## config.mk

```make
export PLATFORM = sky130hd
export DESIGN_NAME = ringbuffer_drain_flat
export DESIGN_NICKNAME = d
export VERILOG_FILES = /design/src/rtl/lpc_sniffer_pkg.sv /design/src/rtl/ringbuffer_drain_if.sv /design/src/rtl/sync2.sv /design/src/rtl/ringbuffer_drain.sv /design/src/flat_wrapper.sv
export SDC_FILE = /design/constraint.sdc
export NUM_CORES = 1
export LEC_CHECK = 0
export CAP_MARGIN = 30
export CORE_MARGIN = 1
export CORE_UTILIZATION = 57
export CTS_BUF_LIST = sky130_fd_sc_hd__clkbuf_4 sky130_fd_sc_hd__clkbuf_8 sky130_fd_sc_hd__clkbuf_16
export DETAILED_ROUTE_END_ITERATION = 8
export DONT_BUFFER_PORTS = 1
export HOLD_SLACK_MARGIN = 0.1
export PLACE_DENSITY = 0.8
export RECOVER_POWER = 100
export SYNTH_ARGS = -nofsm -noshare
export SYNTH_HDL_FRONTEND = slang
export SYNTH_HIERARCHICAL = 1
export SYNTH_SLANG_ARGS = --single-unit
```

## constraint.sdc

```tcl
create_clock -name clk -period 1.25 [get_ports clk]
set_input_delay 0.25 -clock clk [delete_from_list [all_inputs] [get_ports clk]]
set_output_delay 0.25 -clock clk [all_outputs]
set_load 0.01 [all_outputs]
```

## src/rtl/lpc_sniffer_pkg.sv

```systemverilog
// Shared types and constants for the LPC sniffer capture path.
package lpc_sniffer_pkg;

  typedef enum logic [2:0] {
    IDLE,
    FETCH,
    LOAD,
    SEND,
    DONE
  } drain_state_t;

  localparam int REC_BYTES_DEFAULT = 6;
  localparam int GUARD_DEFAULT     = 3;

  // 0-9 -> '0'-'9', 10-15 -> 'A'-'F'
  function automatic logic [7:0] hex_ascii(input logic [3:0] nib);
    return (nib < 4'd10) ? (8'h30 + {4'h0, nib}) : (8'h37 + {4'h0, nib});
  endfunction

endpackage

```

## src/rtl/ringbuffer_drain_if.sv

```systemverilog
// Drain-side bundle: ring-buffer pointer/RAM read port plus transmitter byte stream.
interface ringbuffer_drain_if #(
  parameter int BITS      = 5,
  parameter int REC_BYTES = 6
);
  logic                   empty;
  logic [BITS-1:0]        read_addr;
  logic [BITS-1:0]        mem_addr;
  logic                   mem_rd;
  logic [8*REC_BYTES-1:0] mem_data;
  logic                   read_done;
  logic [7:0]             tx_data;
  logic                   tx_valid;
  logic                   tx_ready;

  modport master (
    input  empty, read_addr, mem_data, tx_ready,
    output mem_addr, mem_rd, read_done, tx_data, tx_valid
  );

  modport slave (
    output empty, read_addr, mem_data, tx_ready,
    input  mem_addr, mem_rd, read_done, tx_data, tx_valid
  );
endinterface

```

## src/rtl/sync2.sv

```systemverilog
// Two-flop synchronizer for a single asynchronous flag; reset value is a parameter.
// Latency 2 clk; no backpressure.
module sync2 #(
  parameter logic RESET_VAL = 1'b0
) (
  input  logic clk,
  input  logic reset,
  input  logic d,
  output logic q
);
  logic meta;

  always_ff @(posedge clk or negedge reset) begin
    if (!reset) begin
      meta <= RESET_VAL;
      q    <= RESET_VAL;
    end else begin
      meta <= d;
      q    <= meta;
    end
  end
endmodule

```

## src/rtl/ringbuffer_drain.sv

```systemverilog
// Ring-buffer drain: fetch one record, stream it MSB-first (ASCII hex + CRLF under RINGBUFFER_DRAIN_HEX_EN).
// First tx_valid 3 clk after non-empty seen; tx_data/tx_valid held while tx_ready low.
module ringbuffer_drain
  import lpc_sniffer_pkg::*;
#(
  parameter int BITS      = 5,
  parameter int REC_BYTES = REC_BYTES_DEFAULT,
  parameter int GUARD     = GUARD_DEFAULT
) (
  input logic              clk,
  input logic              reset,
  ringbuffer_drain_if.master bus
);
`ifdef RINGBUFFER_DRAIN_HEX_EN
  localparam int NXFER = 2*REC_BYTES + 2;
`else
  localparam int NXFER = REC_BYTES;
`endif
  localparam int CW = $clog2(NXFER + 1);
  localparam int GW = $clog2(GUARD + 2);
  localparam int RW = 8*REC_BYTES;
  localparam logic [CW-1:0] LAST = CW'(NXFER - 1);

  drain_state_t    state, state_nxt;
  logic            empty_s;
  logic [BITS-1:0] mem_addr_q;
  logic [RW-1:0]   shreg;
  logic [CW-1:0]   cnt;
  logic [GW-1:0]   guard;
  logic            xfer;
  logic [7:0]      cur_byte;

  sync2 #(.RESET_VAL(1'b1)) u_empty_sync (
    .clk   (clk),
    .reset (reset),
    .d     (bus.empty),
    .q     (empty_s)
  );

  assign xfer = (state == SEND) && bus.tx_ready;

  always_comb begin
    state_nxt = state;
    unique case (state)
      IDLE:    if (guard == '0 && !empty_s) state_nxt = FETCH;
      FETCH:   state_nxt = LOAD;
      LOAD:    state_nxt = SEND;
      SEND:    if (xfer && cnt == LAST) state_nxt = DONE;
      DONE:    state_nxt = IDLE;
      default: state_nxt = IDLE;
    endcase
  end

  always_ff @(posedge clk or negedge reset) begin
    if (!reset) begin
      state      <= IDLE;
      mem_addr_q <= '0;
      shreg      <= '0;
      cnt        <= '0;
      guard      <= '0;
    end else begin
      state <= state_nxt;
      if (state == IDLE) mem_addr_q <= bus.read_addr;
      // Guard masks the stale empty flag until the pointer update has crossed the synchronizer.
      if (state == DONE)     guard <= GW'(GUARD);
      else if (guard != '0)  guard <= guard - GW'(1);
      if (state == LOAD) begin
        shreg <= bus.mem_data;
        cnt   <= '0;
      end else if (xfer) begin
        cnt <= cnt + CW'(1);
`ifdef RINGBUFFER_DRAIN_HEX_EN
        if (cnt[0]) shreg <= shreg << 8;
`else
        shreg <= shreg << 8;
`endif
      end
    end
  end

`ifdef RINGBUFFER_DRAIN_HEX_EN
  // Even counts carry the high nibble; the last two transfers are CR, LF.
  always_comb begin
    if (cnt >= CW'(2*REC_BYTES)) cur_byte = cnt[0] ? 8'h0A : 8'h0D;
    else cur_byte = hex_ascii(cnt[0] ? shreg[RW-5 -: 4] : shreg[RW-1 -: 4]);
  end
`else
  assign cur_byte = shreg[RW-1 -: 8];
`endif

  assign bus.mem_addr  = mem_addr_q;
  assign bus.mem_rd    = (state == FETCH);
  assign bus.read_done = (state == DONE);
  assign bus.tx_valid  = (state == SEND);
  assign bus.tx_data   = (state == SEND) ? cur_byte : 8'h00;

endmodule

```

## src/flat_wrapper.sv

```systemverilog
// flat-port wrapper written by rule: the top's interface ports become plain ports
module ringbuffer_drain_flat import lpc_sniffer_pkg::*;
#(
  parameter int BITS      = 5,
  parameter int REC_BYTES = REC_BYTES_DEFAULT,
  parameter int GUARD     = GUARD_DEFAULT
)
  (clk, reset, bus_empty, bus_read_addr, bus_mem_data, bus_tx_ready, bus_mem_addr, bus_mem_rd, bus_read_done, bus_tx_data, bus_tx_valid);
  ringbuffer_drain_if #(.BITS(BITS), .REC_BYTES(REC_BYTES)) bus_i ();
  input logic clk;
  input logic reset;
  input wire logic [$bits(bus_i.empty)-1:0] bus_empty;
  input wire logic [$bits(bus_i.read_addr)-1:0] bus_read_addr;
  input wire logic [$bits(bus_i.mem_data)-1:0] bus_mem_data;
  input wire logic [$bits(bus_i.tx_ready)-1:0] bus_tx_ready;
  output wire logic [$bits(bus_i.mem_addr)-1:0] bus_mem_addr;
  output wire logic [$bits(bus_i.mem_rd)-1:0] bus_mem_rd;
  output wire logic [$bits(bus_i.read_done)-1:0] bus_read_done;
  output wire logic [$bits(bus_i.tx_data)-1:0] bus_tx_data;
  output wire logic [$bits(bus_i.tx_valid)-1:0] bus_tx_valid;
  assign bus_i.empty = bus_empty;
  assign bus_i.read_addr = bus_read_addr;
  assign bus_i.mem_data = bus_mem_data;
  assign bus_i.tx_ready = bus_tx_ready;
  assign bus_mem_addr = bus_i.mem_addr;
  assign bus_mem_rd = bus_i.mem_rd;
  assign bus_read_done = bus_i.read_done;
  assign bus_tx_data = bus_i.tx_data;
  assign bus_tx_valid = bus_i.tx_valid;
  ringbuffer_drain #(.BITS(BITS), .REC_BYTES(REC_BYTES), .GUARD(GUARD)) u_core (.clk(clk), .reset(reset), .bus(bus_i));
endmodule
```

==> impl_metrics.py, run 1 <==
metrics = {
    "outcome": {
        "status": "aborted with a tool error",
        "failed_stage": "global routing",
        "tool.error": "[ERROR DPL-0038] Utilization greater than 100%, impossible to legalize",
    },
    "yosys": {
        "ys_types": 33,
        "ys_async_sr_fraction_pct": 100,
        "yosys_warnings": 6,
        "syn_nets": 339,
        "synth_edf_count": 0,
        "syn-instance-count": 278,
        "seq_area_frac_synth_pct": 51.3,
        "ys_ff_latch": 64,
        "netlist_area_sq_um": 3130,
        "postSynthAreaPerCell_sq_um": 11.2,
        "ys.flop_type": "dfrtp_1",
    },
    "sta": {
        "endpoint_type": "output port",
        "crit_endpoint": "bus_tx_data[6]",
    },
    "placed_design": {
        "portBuffers": 0,
        "post-dp-hpwl_um": 4550,
        "dpl_cell_area_sq_um": 3260,
        "place.gp.congestion": 0.801,
    },
    "clock_network": {
        "htreeDepth": 3,
        "clk_path_buf_depth": 2,
        "cts-root-buf": "clkbuf_8",
        "cts_sinks": 64,
        "cts_made_buffers": 9,
    },
    "floorplan": {
        "io-pin-count": 73,
        "start_util_pct": 60.1,
        "die_h_um": 76.1,
        "fp-row-count": 26,
        "die_x_um": 76.1,
    },
    "global_routing": {
        "grt_max_degree": 65,
    },
}
-- per-stage QoR --
step	worst slack, ps	TNS [ps]	util (%)	std cells
after global placement	-206	-8270	62.7	342
after detailed placement	-240	-9700	62.7	342
after CTS	-446	-22530	95.2	448
after floorplan	-74.4	-3260	-	278
-- cell usage after synthesis, types with 2 or more instances --
cell type,instances,area [sq um]
dfrtp_1,62,1550
o22ai_1,58,363
a21oi_1,43,215
o22ai_2,23,288
a22o_1,10,87.6
and2_1,9,56.3
clkbuf_1,8,30.0
buf_6,7,78.8
buf_2,6,30.0
inv_1,6,22.5
nand2_1,6,22.5
buf_4,5,37.5
mux2_2,5,56.3
ha_1,4,50.1
nor2_1,4,15.0
dfstp_2,2,52.6
nand2b_1,2,12.5
nor2b_1,2,12.5
nor3_1,2,10.0
-- what timing repair did --
item	4_1_cts
setup endpoints to repair	69
buffers inserted	27
hold endpoints to repair	119
hold buffers	54
gates resized for setup	108
pin swaps	74
gates cloned	10
-- kinds of logic after synthesis --
group	count (synthesis)	share of synthesized area [%]
fa+ha+maj	4	1.60
xor+xnor	1	0.280
buf+inv	32	6.36
mux	6	2.12
simple gates	32	6.64
flops	64	51.3
compound gates	139	31.7
==> run 2: changes to the inputs <==
- CORE_UTILIZATION: 57 -> 40
- CTS_BUF_LIST: sky130_fd_sc_hd__clkbuf_4 sky130_fd_sc_hd__clkbuf_8 sky130_fd_sc_hd__clkbuf_16 -> unset
- HOLD_SLACK_MARGIN: 0.1 -> unset
- PLACE_DENSITY: 0.8 -> unset
- PLACE_DENSITY_LB_ADDON: unset -> 0.15
- clock period: 1.25 -> 1.6 ns (I/O delays scaled with it)
==> run 2 against run 1 <==
Net effect:
- the flow now finishes, with violations (negative hold slack, negative setup slack)
- synthesized area did not move
- synthesized cell count unchanged
==> impl_metrics.py, run 2 <==
metrics = {
    "placed_design": {
        "post-dp-hpwl_um": 4560,
        "place.gp.congestion": 0.703,
        "pre_cts_ws_ps": 143,
        "dp.cells": 365,
        "portBuffers": 0,
    },
    "sta": {
        "finClkSkew_ps": 10.4,
        "timing_hold_violations_final": 64,
        "whs_ps": -335,
        "period_share_pct": 109,
        "finalSetupViolations": 14,
        "slew_viol_final": 0,
        "finalWorstSetupSlack_ps": -137,
        "timing.fmax_ghz": 0.576,
        "grt_setup_unrepaired": "true",
        "max_slew_margin_pct": 73.6,
        "fin_crit_ps": 1740,
        "tightest_slew_ps": 396,
    },
    "pwr": {
        "leakage_nw": 1.40,
        "fin_total_pwr_mw": 7.20,
        "p_per_area_nw_per_um2": 2060,
        "irDropWorstVdd_mv": 0.683,
    },
    "clock_network": {
        "clk-insertion-delay-late_ps": 350,
        "htreeDepth": 3,
        "cts_tree": "built",
        "cts_hold_buf": 1,
        "clk_path_buf_depth": 2,
        "cts-root-buf": "clkbuf_8",
        "cts_sinks": 64,
        "clkTransAtPathRegs_ps": 70,
        "cts_made_buffers": 9,
    },
    "cells_and_area": {
        "largest_reg_flops": 48,
        "final_util_pct": 47.2,
        "drive_above_1_share_pct": 29.5,
        "final_cell_mix": "dfrtp_1 (62), o22ai_1 (57), a21oi_1 (43)",
        "antenna_cells": 0,
        "area_growth_syn_to_layout_pct": 11.8,
        "final_nets": 344,
        "largest_register": "u_core/shreg",
        "layout_commonest_cell": "dfrtp_1",
        "final_cells": 387,
        "fill_cells": 680,
    },
    "yosys": {
        "syn_nets": 339,
        "ys.flop_type": "dfrtp_1",
        "ys_ff_latch": 64,
        "synth.most_common_cell": "dfrtp_1",
        "synthTopCellsByArea": "dfrtp_1 (50%), o22ai_1 (12%), o22ai_2 (9.2%), a21oi_1 (6.9%), a22o_1 (2.8%)",
        "postSynthAreaPerCell_sq_um": 11.2,
        "synth_top_area_cell": "dfrtp_1",
        "synth_edf_count": 0,
        "yosysTopAreaCellShare_pct": 49.6,
        "seq_area_frac_synth_pct": 51.3,
        "syn-instance-count": 278,
        "ys_async_sr_fraction_pct": 100,
        "netlist_area_sq_um": 3130,
        "yosys_warnings": 6,
        "ys_types": 33,
        "yosys-top-cells-count": "dfrtp_1 (62), o22ai_1 (58), a21oi_1 (43)",
    },
    "route": {
        "drt_iter0_drc": 140,
        "antenna_left": 0,
        "wirelength_um": 7490,
        "num_vias": 2323,
        "wire_per_inst_um": 19.3,
        "drc_errors": 0,
        "drt_pass1_iterations": 4,
        "via_per_inst": 6.00,
    },
    "outcome": {
        "violations": "negative hold slack, negative setup slack",
        "status": "finished with violations",
    },
    "critical_path": {
        "r2r_start": "u_core/state[0]",
        "r2r-end": "u_core/shreg[24]",
        "reg2reg_slack_ps": 0,
        "cp_max_fo": 5,
        "worst_setup_path_start_kind": "register",
        "crit_path_cell_trace": "buf_6 > nor3b_4 > buf_6 > and2_4",
        "required_ps": 1280,
        "cpPeakStageDelay_ps": 390,
        "crit_path_frequent_cell": "buf_6",
        "endpoint_kind": "output pin",
        "reg2regPathDepth": 5,
        "cp_slowest_cell": "dfrtp_1",
        "cp.arrival_ps": 1420,
        "crit_start": "u_core/state[2]",
        "critical_path_class": "reg2out",
    },
    "global_routing": {
        "antenna_found_initial": 0,
        "overflow": 0,
        "grt_pass1_vias": 2263,
        "grt.total_usage_pct": 19.6,
        "grt_pass1_wl_um": 12400,
        "grt_max_degree": 65,
    },
    "floorplan": {
        "die_x_um": 90.4,
        "core_sq_um": 7410,
        "die_area_sq_um": 8170,
        "io-pin-count": 73,
        "die_h_um": 90.4,
        "fp-row-count": 31,
        "start_util_pct": 42.2,
    },
    "run": {
        "maxCapViolCount": 0,
    },
    "worst_hold_path": {
        "hold_class": "in2async",
    },
}
run 2: cell counts after synthesis:
No cell type changed its count.
run 2: cell families (layout without fill, tap and decap cells):
kind of cell             after synthesis  in the layout  share of synthesized area, %
AO/OA/AOI/OAI                        139            139                          31.7
flip-flops                            64             64                          51.3
AND/OR/NAND/NOR                       32             32                          6.64
buffers and inverters                 32             42                          6.36
multiplexers                           6              6                          2.12
adder cells (fa/ha/maj)                4              4                          1.60
XOR/XNOR                               1              1                         0.280
run 2: worst max-delay path by stage:
| stage | cells after the start | slack (ps) | end |
|---|---|---|---|
| after floorplan | 3 | 220 | bus_tx_data[0] |
| after global placement | 4 | 170 | bus_tx_data[6] |
| after detailed placement | 4 | 140 | bus_tx_data[6] |
| after CTS | 4 | -150 | bus_tx_data[6] |
| after global routing | 4 | -180 | bus_tx_data[6] |
| final | 4 | -140 | bus_tx_data[6] |
run 2: routing by layer:
layer  vias up  share of wire [%]  track usage (%)
met5         -                  0                0
met4         0                1.5             7.39
met3        11                7.7             6.73
met2        74                 42             25.6
met1      1145                 48             29.5
li1       1093                  -                -
run 2: area by class of cell:
| cell class | instances | area (sq um) | area share, % |
|---|---|---|---|
| sequential | 64 | 1600 | 45.9 |
| multi-input combinational | 182 | 1370 | 39.1 |
| timing repair buffer | 20 | 196 | 5.62 |
| clock buffer | 10 | 138 | 3.94 |
| tap | 99 | 124 | 3.54 |
| clock inverter | 6 | 43.8 | 1.25 |
| inverter | 6 | 22.5 | 0.644 |
run 2: power breakdown:
| group | internal, mW | total [mW] | switching, mW |
|---|---|---|---|
| combinational | 1.49 | 2.91 | 1.42 |
| sequential | 2.36 | 3.01 | 0.647 |
| clock | 0.606 | 1.28 | 0.672 |
| total | 4.46 | 7.20 | 2.74 |
run 2: stage by stage:
step / setup TNS (ps) / cell area, sq um / hold WS [ps]
after global routing: -3330 / 3500 / -362
after floorplan: 0 / 3130 / 24.4
after detailed placement: 0 / 3210 / 27.2
final: -1070 / 3500 / -335
after global placement: 0 / 3210 / 26.6
after CTS: -1160 / 3460 / -356
run 2: critical path, delay by kind of cell, from the launching register on:
| kind | cells | cell delay [ps] |
|---|---|---|
| flip-flops | 1 | 390 |
| buffers and inverters | 2 | 300 |
| AND/OR/NAND/NOR | 2 | 390 |
run 2: what timing repair did:
item	CTS	global route
buffers inserted	2	2
endpoints found under the hold margin	65	64
pin swaps	2	1
endpoints found under the setup margin	11	52
resized for setup	16	6
cloned	1	0
No activity file was read; power rests on OpenSTA's default activity.
